File: src/rtl/osc_capture_pkg.sv
// Shared types and sizes for the oscilloscope capture path (sequencer and display side).
package osc_capture_pkg;

    localparam int unsigned DATA_W = 12;
    localparam int unsigned DEPTH  = 256;
    localparam int unsigned ADDR_W = 8;
    localparam int unsigned TO_W   = 16;

    typedef enum logic [2:0] {
        ST_IDLE    = 3'd0,
        ST_PREFILL = 3'd1,
        ST_ARMED   = 3'd2,
        ST_POST    = 3'd3,
        ST_HOLD    = 3'd4
    } state_e;

    typedef enum logic [1:0] {
        MODE_AUTO   = 2'd0,
        MODE_NORMAL = 2'd1,
        MODE_SINGLE = 2'd2,
        MODE_STOP   = 2'd3
    } mode_e;

endpackage

File: src/rtl/trigger_detect.sv
// Edge detector: compares each accepted sample with the previous one of the same acquisition.
module trigger_detect #(
    parameter int unsigned DATA_W = osc_capture_pkg::DATA_W
) (
    input  logic              clk,
    input  logic              rst,
    input  logic              clear,
    input  logic              sample_en,
    input  logic [DATA_W-1:0] sample,
    input  logic [DATA_W-1:0] level,
    input  logic              slope,
    output logic              hit_c
);

    logic [DATA_W-1:0] prev;
    logic              prev_valid;

    // Previous-sample history, dropped at the start of every acquisition
    always_ff @(posedge clk or negedge rst) begin
        if (!rst) begin
            prev       <= '0;
            prev_valid <= 1'b0;
        end else if (clear) begin
            prev_valid <= 1'b0;
        end else if (sample_en) begin
            prev       <= sample;
            prev_valid <= 1'b1;
        end
    end

    always_comb begin
        hit_c = 1'b0;
        if (prev_valid) begin
            if (slope) begin
                hit_c = (prev > level) && (sample <= level);
            end else begin
                hit_c = (prev < level) && (sample >= level);
            end
        end
    end

endmodule

File: src/rtl/capture_sequencer.sv
// Acquisition sequencer: fills the ring buffer around a trigger and hands the frame to the display.
module capture_sequencer #(
    parameter int unsigned DATA_W = osc_capture_pkg::DATA_W,
    parameter int unsigned DEPTH  = osc_capture_pkg::DEPTH,
    parameter int unsigned ADDR_W = osc_capture_pkg::ADDR_W
) (
    input  logic              clk,
    input  logic              rst,
    input  logic              sample_valid,
    input  logic [DATA_W-1:0] sample_data,
    input  logic [DATA_W-1:0] trigger_level,
    input  logic              slope,
    input  logic [1:0]        mode,
    input  logic              arm,
    input  logic [ADDR_W-1:0] pre_count,
    input  logic [15:0]       auto_timeout,
    input  logic              frame_ack,
    output logic              wr_en,
    output logic [ADDR_W-1:0] wr_addr,
    output logic [DATA_W-1:0] wr_data,
    output logic              frame_ready,
    output logic [ADDR_W-1:0] frame_start,
    output logic              triggered,
    output logic [2:0]        state_dbg
);

    import osc_capture_pkg::*;

    localparam int unsigned TOC_W = TO_W + 1;

    localparam logic [2:0] S_IDLE    = ST_IDLE;
    localparam logic [2:0] S_PREFILL = ST_PREFILL;
    localparam logic [2:0] S_ARMED   = ST_ARMED;
    localparam logic [2:0] S_POST    = ST_POST;
    localparam logic [2:0] S_HOLD    = ST_HOLD;

    logic [2:0]        state, next_state;
    logic [ADDR_W-1:0] wptr;
    logic [ADDR_W-1:0] pre_cnt;
    logic [ADDR_W-1:0] post_cnt;
    logic [TO_W-1:0]   to_cnt;

    logic [DATA_W-1:0] cfg_level;
    logic              cfg_slope;
    logic [ADDR_W-1:0] cfg_pre;
    logic [TO_W-1:0]   cfg_timeout;

    logic accept_c, start_c, trig_c, forced_c, hit_c, stop_c, timeout_c;

    trigger_detect #(.DATA_W(DATA_W)) u_trigger_detect (
        .clk       (clk),
        .rst       (rst),
        .clear     (start_c),
        .sample_en (accept_c),
        .sample    (sample_data),
        .level     (cfg_level),
        .slope     (cfg_slope),
        .hit_c     (hit_c)
    );

    assign stop_c    = (mode == MODE_STOP);
    assign timeout_c = (mode == MODE_AUTO) && (cfg_timeout != '0) &&
                       (TOC_W'(to_cnt) + TOC_W'(1) == TOC_W'(cfg_timeout));

    // Next-state and per-cycle strobes
    always_comb begin
        next_state = state;
        accept_c   = 1'b0;
        start_c    = 1'b0;
        trig_c     = 1'b0;
        forced_c   = 1'b0;
        case (state)
            S_IDLE: begin
                if ((mode == MODE_AUTO) || (mode == MODE_NORMAL) || ((mode == MODE_SINGLE) && arm)) begin
                    start_c = 1'b1;
                end
            end
            S_PREFILL: begin
                if (stop_c) begin
                    next_state = S_IDLE;
                end else if (sample_valid) begin
                    accept_c = 1'b1;
                    if (pre_cnt == cfg_pre - ADDR_W'(1)) begin
                        next_state = S_ARMED;
                    end
                end
            end
            S_ARMED: begin
                if (stop_c) begin
                    next_state = S_IDLE;
                end else if (sample_valid) begin
                    accept_c = 1'b1;
                    if (hit_c) begin
                        trig_c = 1'b1;
                    end else if (timeout_c) begin
                        trig_c   = 1'b1;
                        forced_c = 1'b1;
                    end
                    if (trig_c) begin
                        next_state = (cfg_pre == ADDR_W'(DEPTH - 1)) ? S_HOLD : S_POST;
                    end
                end
            end
            S_POST: begin
                if (stop_c) begin
                    next_state = S_IDLE;
                end else if (sample_valid) begin
                    accept_c = 1'b1;
                    if (post_cnt == ADDR_W'(1)) begin
                        next_state = S_HOLD;
                    end
                end
            end
            S_HOLD: begin
                if (frame_ready && frame_ack) begin
                    if ((mode == MODE_SINGLE) || stop_c) begin
                        next_state = S_IDLE;
                    end else begin
                        start_c = 1'b1;
                    end
                end
            end
            default: next_state = S_IDLE;
        endcase
        // A zero pre-trigger window skips the prefill phase entirely
        if (start_c) begin
            next_state = (pre_count == '0) ? S_ARMED : S_PREFILL;
        end
    end

    always_ff @(posedge clk or negedge rst) begin
        if (!rst) begin
            state <= S_IDLE;
        end else begin
            state <= next_state;
        end
    end

    // Configuration snapshot and per-acquisition counters
    always_ff @(posedge clk or negedge rst) begin
        if (!rst) begin
            cfg_level   <= '0;
            cfg_slope   <= 1'b0;
            cfg_pre     <= '0;
            cfg_timeout <= '0;
            pre_cnt     <= '0;
            to_cnt      <= '0;
            post_cnt    <= '0;
        end else begin
            if (start_c) begin
                cfg_level   <= trigger_level;
                cfg_slope   <= slope;
                cfg_pre     <= pre_count;
                cfg_timeout <= auto_timeout;
                pre_cnt     <= '0;
                to_cnt      <= '0;
            end else if (accept_c && (state == S_PREFILL)) begin
                pre_cnt <= pre_cnt + ADDR_W'(1);
            end else if (accept_c && (state == S_ARMED)) begin
                to_cnt <= to_cnt + TO_W'(1);
            end
            if (trig_c) begin
                post_cnt <= ADDR_W'(DEPTH - 1) - cfg_pre;
            end else if (accept_c && (state == S_POST)) begin
                post_cnt <= post_cnt - ADDR_W'(1);
            end
        end
    end

    // RAM write port and frame descriptor
    always_ff @(posedge clk or negedge rst) begin
        if (!rst) begin
            wptr        <= '0;
            wr_en       <= 1'b0;
            wr_addr     <= '0;
            wr_data     <= '0;
            frame_ready <= 1'b0;
            frame_start <= '0;
            triggered   <= 1'b0;
        end else begin
            wr_en <= accept_c;
            if (accept_c) begin
                wr_addr <= wptr;
                wr_data <= sample_data;
                wptr    <= wptr + ADDR_W'(1);
            end
            if (trig_c) begin
                frame_start <= wptr - cfg_pre;
                triggered   <= ~forced_c;
            end
            frame_ready <= (state == S_HOLD) && (next_state == S_HOLD);
        end
    end

    assign state_dbg = state;

endmodule

File: config.mk
export PLATFORM = sky130hd
export DESIGN_NAME = capture_sequencer
export DESIGN_NICKNAME = d
export VERILOG_FILES = /design/src/rtl/osc_capture_pkg.sv /design/src/rtl/trigger_detect.sv /design/src/rtl/capture_sequencer.sv
export SDC_FILE = /design/constraint.sdc
export NUM_CORES = 1
export LEC_CHECK = 0
export ABC_AREA = 1
export BUFFER_PORTS_ARGS = -buffer_cell sky130_fd_sc_hd__clkbuf_2
export CORE_ASPECT_RATIO = 0.5
export CORE_UTILIZATION = 55
export CTS_CLUSTER_DIAMETER = 100
export DETAILED_ROUTE_END_ITERATION = 8
export GPL_TIMING_DRIVEN = 0
export PLACE_DENSITY = 0.76
export SYNTH_ARGS = -nofsm -noshare
export SYNTH_HDL_FRONTEND = slang
export SYNTH_SLANG_ARGS = --single-unit
File: constraint.sdc
create_clock -name clk -period 2.66 [get_ports clk]
set_input_delay 0.532 -clock clk [delete_from_list [all_inputs] [get_ports clk]]
set_output_delay 0.532 -clock clk [all_outputs]
set_load 0.01 [all_outputs]
==> results.md <==
* Commonest non-fill, non-tap cells in the layout: nand2_1, dfrtp_1, inv_1
* Clock buffer count from CTS at 17
* # clock sinks at 124
* DR WL/cell at 15.8 um
* Number of DRC markers in iteration 0 at 468
* Post-route design area at ~8400 um^2
* Worst VDD drop at 0.582 mV
* R2R setup slack at between 0.2 and 0.25 ns
* HPWL after DPL at between 10000 and 15000 um
* Cells after DPL at 1130
* Longest Clk Path Bufs at 2
* Worst-path clk slew at 0.06 ns
* Yosys top cell area share at 44.6%
* Slew @ Worst Pin at 0.629 ns
* Core Area at between 10000 and 15000 um^2
* Synth top area cells: dfrtp_1, nand2_1, ha_1
* Fill cells at 968
* Vias at 6345
* DRC viols at 0
* First-pass GRT wire length at between 30000 and 40000 um
* TritonCTS clock tree: built
* Peak Freq at approximately 400 MHz
* Initial Util at 57.7%
* Clock root buffer master: clkbuf_16
* Drt total wl at 18500 um
* Multi-input gate area at 3440 um^2
* HP Class: input pin to register
* Critical Path Source Type: register
* Fin Setup TNS at 0 ns
* Number of antenna violations at the first check in global routing at 0
* Leak pwr at approximately 4.3 nW
* Area delta synth->final at 20.2%
* Synth Cell Area at 6950 um^2
* Row cnt at 28
* Finished Layout Cells at 1166
* Largest area contributor in the netlist: dfrtp_1
* DP Area at 7640 um^2
* Global placer's final weighted congestion at around 0.94
* Post-synthesis cell type count at 44
* I/O pin count at 90
* Vias in the first global route at 6201
* Fin. Hold Viols at 0
* Crit. End Element: register
* Hold path startpoint: auto_timeout[8]
* Grt total ovfl at 0
* Gate Count Post-Synth at about 880
* Synth Register Bits at 124
* Final net count at 1083
* Reg area at 3100 um^2
* Path depth of the worst reg2reg path at 20
* R2R Path Start: to_cnt[0]
* Max capacitance violation total at 0
* Pwr Density at 1110 nW/um^2
* CP Max Fanout at 10
* Port Buffers at between 80 and 90
* Register area share after synthesis at 44.6%
* ANT nets after route at 0
* Largest net degree at the start of global routing at between 100 and 150
* Crit path DAT at 2.76 ns
* Max-slew violation count at 0
* Gr usage total at 30.0%
* Initial DRT Pass Iterations at 5
* Critical path class: register to register
* Hold endpoint: cfg_timeout[8]
* H-tree levels at 4
* Status: finished, final reports clean
* Commonest non-fill, non-tap cell in the layout: nand2_1
* Clock skew at between 0.008 and 0.009 ns
* Setup Viol. Count Final at 0
* Syn nets at just under 1000
* Slew headroom at roughly three fifths
* Reg-to-Reg End: post_cnt[4]
* RSZ-0062 raised after global routing: false
* Ys Warns at 0
* Worst-skew pair later-pin latency at 0.43 ns
* Die ar. at 13100 um^2
* Final worst path period share at between 90% and 100%
* Fin crit period at roughly 2.5 ns
* Share of layout cells above drive strength 1 at between 15 and 20%
* Cells on Worst Hold Path at 3
* Die X at ~160 um
* Vias/cell at 5.44
* Die height at 81.5 um
* Syn_area_per_cell at 7.94 um^2
* Antenna fix cells at 0
* CP Data Required Time at roughly 3.0 ns
[worst max-delay path by stage]
stage | from | endpoint | slack [ns] | cells after the start
final | to_cnt[0] | post_cnt[4] | 0.21 | 20
after global routing | to_cnt[1] | post_cnt[3] | 0.008 | 20
after floorplan | sample_data[11] | post_cnt[4] | 0.47 | 16
after detailed placement | sample_valid | to_cnt[14] | -0.35 | 9
after global placement | rst | cfg_level[8] | -0.86 | 1
after CTS | to_cnt[0] | post_cnt[4] | 0.04 | 19
[sequential cells by signal, summed over array words and instances, names as in the netlist]
name                         count
frame_ready                      1
frame_start                      8
wr_addr                          8
u_trigger_detect.prev           12
to_cnt                          16
state_dbg                        3
wr_en                            1
wptr                             8
cfg_slope                        1
cfg_level                       12
pre_cnt                          8
cfg_pre                          8
u_trigger_detect.prev_valid      1
triggered                        1
cfg_timeout                     16
post_cnt                         8
wr_data                         12
[power by group]
part | internal, W | leakage [nW] | switching, W
logic | 0.00138 | 2.43 | 0.00229
registers | 0.00255 | 1.55 | 0.000519
clock network | 0.00159 | 0.304 | 0.000967
total | 0.00552 | 4.28 | 0.00377
[synthesized netlist by cell type (all sizes together)]
cell type  instances
o22ai              8
nor3b              1
dfrtp            124
ha                38
nor4               5
fa                 1
o21ai             70
clkbuf            14
or2                1
a21oi             20
nand3b             3
o21a               3
o2111ai            1
nand4             17
a21o               1
nor3               7
inv               95
nor2              76
a31oi              2
and3               1
and2               1
nand2            273
a211oi             2
a22o               1
xnor3              1
nand3             65
o21bai             2
buf                4
a21boi             1
o211a              1
xor2              22
xnor2             11
clkinv             2
or3                1
[layout make-up]
class / count / share of cell area [%]
Buffer: 18 / 1.00
Clock buffer: 18 / 5.13
Clock inverter: 14 / 2.48
Inverter: 97 / 4.36
Multi-Input combinational cell: 636 / 41.1
Sequential cell: 124 / 37.1
Tap cell: 165 / 2.47
Timing Repair Buffer: 94 / 6.30
[kinds of logic after synthesis]
logic type | synth area share [%]
AND/OR/NAND/NOR | 28.0
flip-flops | 44.6
buffers and inverters | 6.44
AO/OA/AOI/OAI | 9.34
adder cells (fa/ha/maj) | 7.13
XOR/XNOR | 4.48
[critical path, cell delays in order (launching register included)]
cell,delay [ns]
dfrtp_2,0.41
ha_4,0.16
nand2_1,0.11
nor2_4,0.17
buf_12,0.12
nand2_1,0.06
nand2_1,0.09
nand2_1,0.07
nand2_1,0.06
nand3_1,0.06
nor2_1,0.11
nand2_1,0.07
nor2_2,0.09
nand2_2,0.09
nand2_4,0.08
nand2_4,0.07
nand2_4,0.08
nand2_4,0.08
buf_6,0.18
nand3_1,0.07
nand3_1,0.08
[per-layer routing]
metal	vias to the layer above	part of all wire, %	global-route usage, %
met5	-	0	0
met3	39	7.6	7.58
met4	0	2.1	12.7
met1	2996	43	37.5
li1	3070	-	-
met2	240	47	50.5
[repair_timing]
| action | 4_1_cts | 5_1_grt |
|---|---|---|
| hold buffers | 1 | 0 |
| pin swaps | 0 | 1 |
| setup buffers | 0 | 3 |
| setup endpoints to repair | 10 | 21 |
| gates resized for setup | 1 | 10 |
| hold endpoints to repair | 19 | 0 |
[metrics by stage]
stage	hold slack (ns)	setup WS, ns	util, %	power [W]
6_report	0.293	0.208	69.4	0.00929
3_5_place_dp	0.411	-0.352	63.4	0.00661
4_1_cts	0.290	0.0395	68.8	0.00923
2_1_floorplan	0.236	0.465	-	0.00547
3_3_place_gp	0.456	-0.856	63.1	0.00642
5_1_grt	0.303	0.00819	69.4	0.00993
Power figures use the tool's default switching activity.
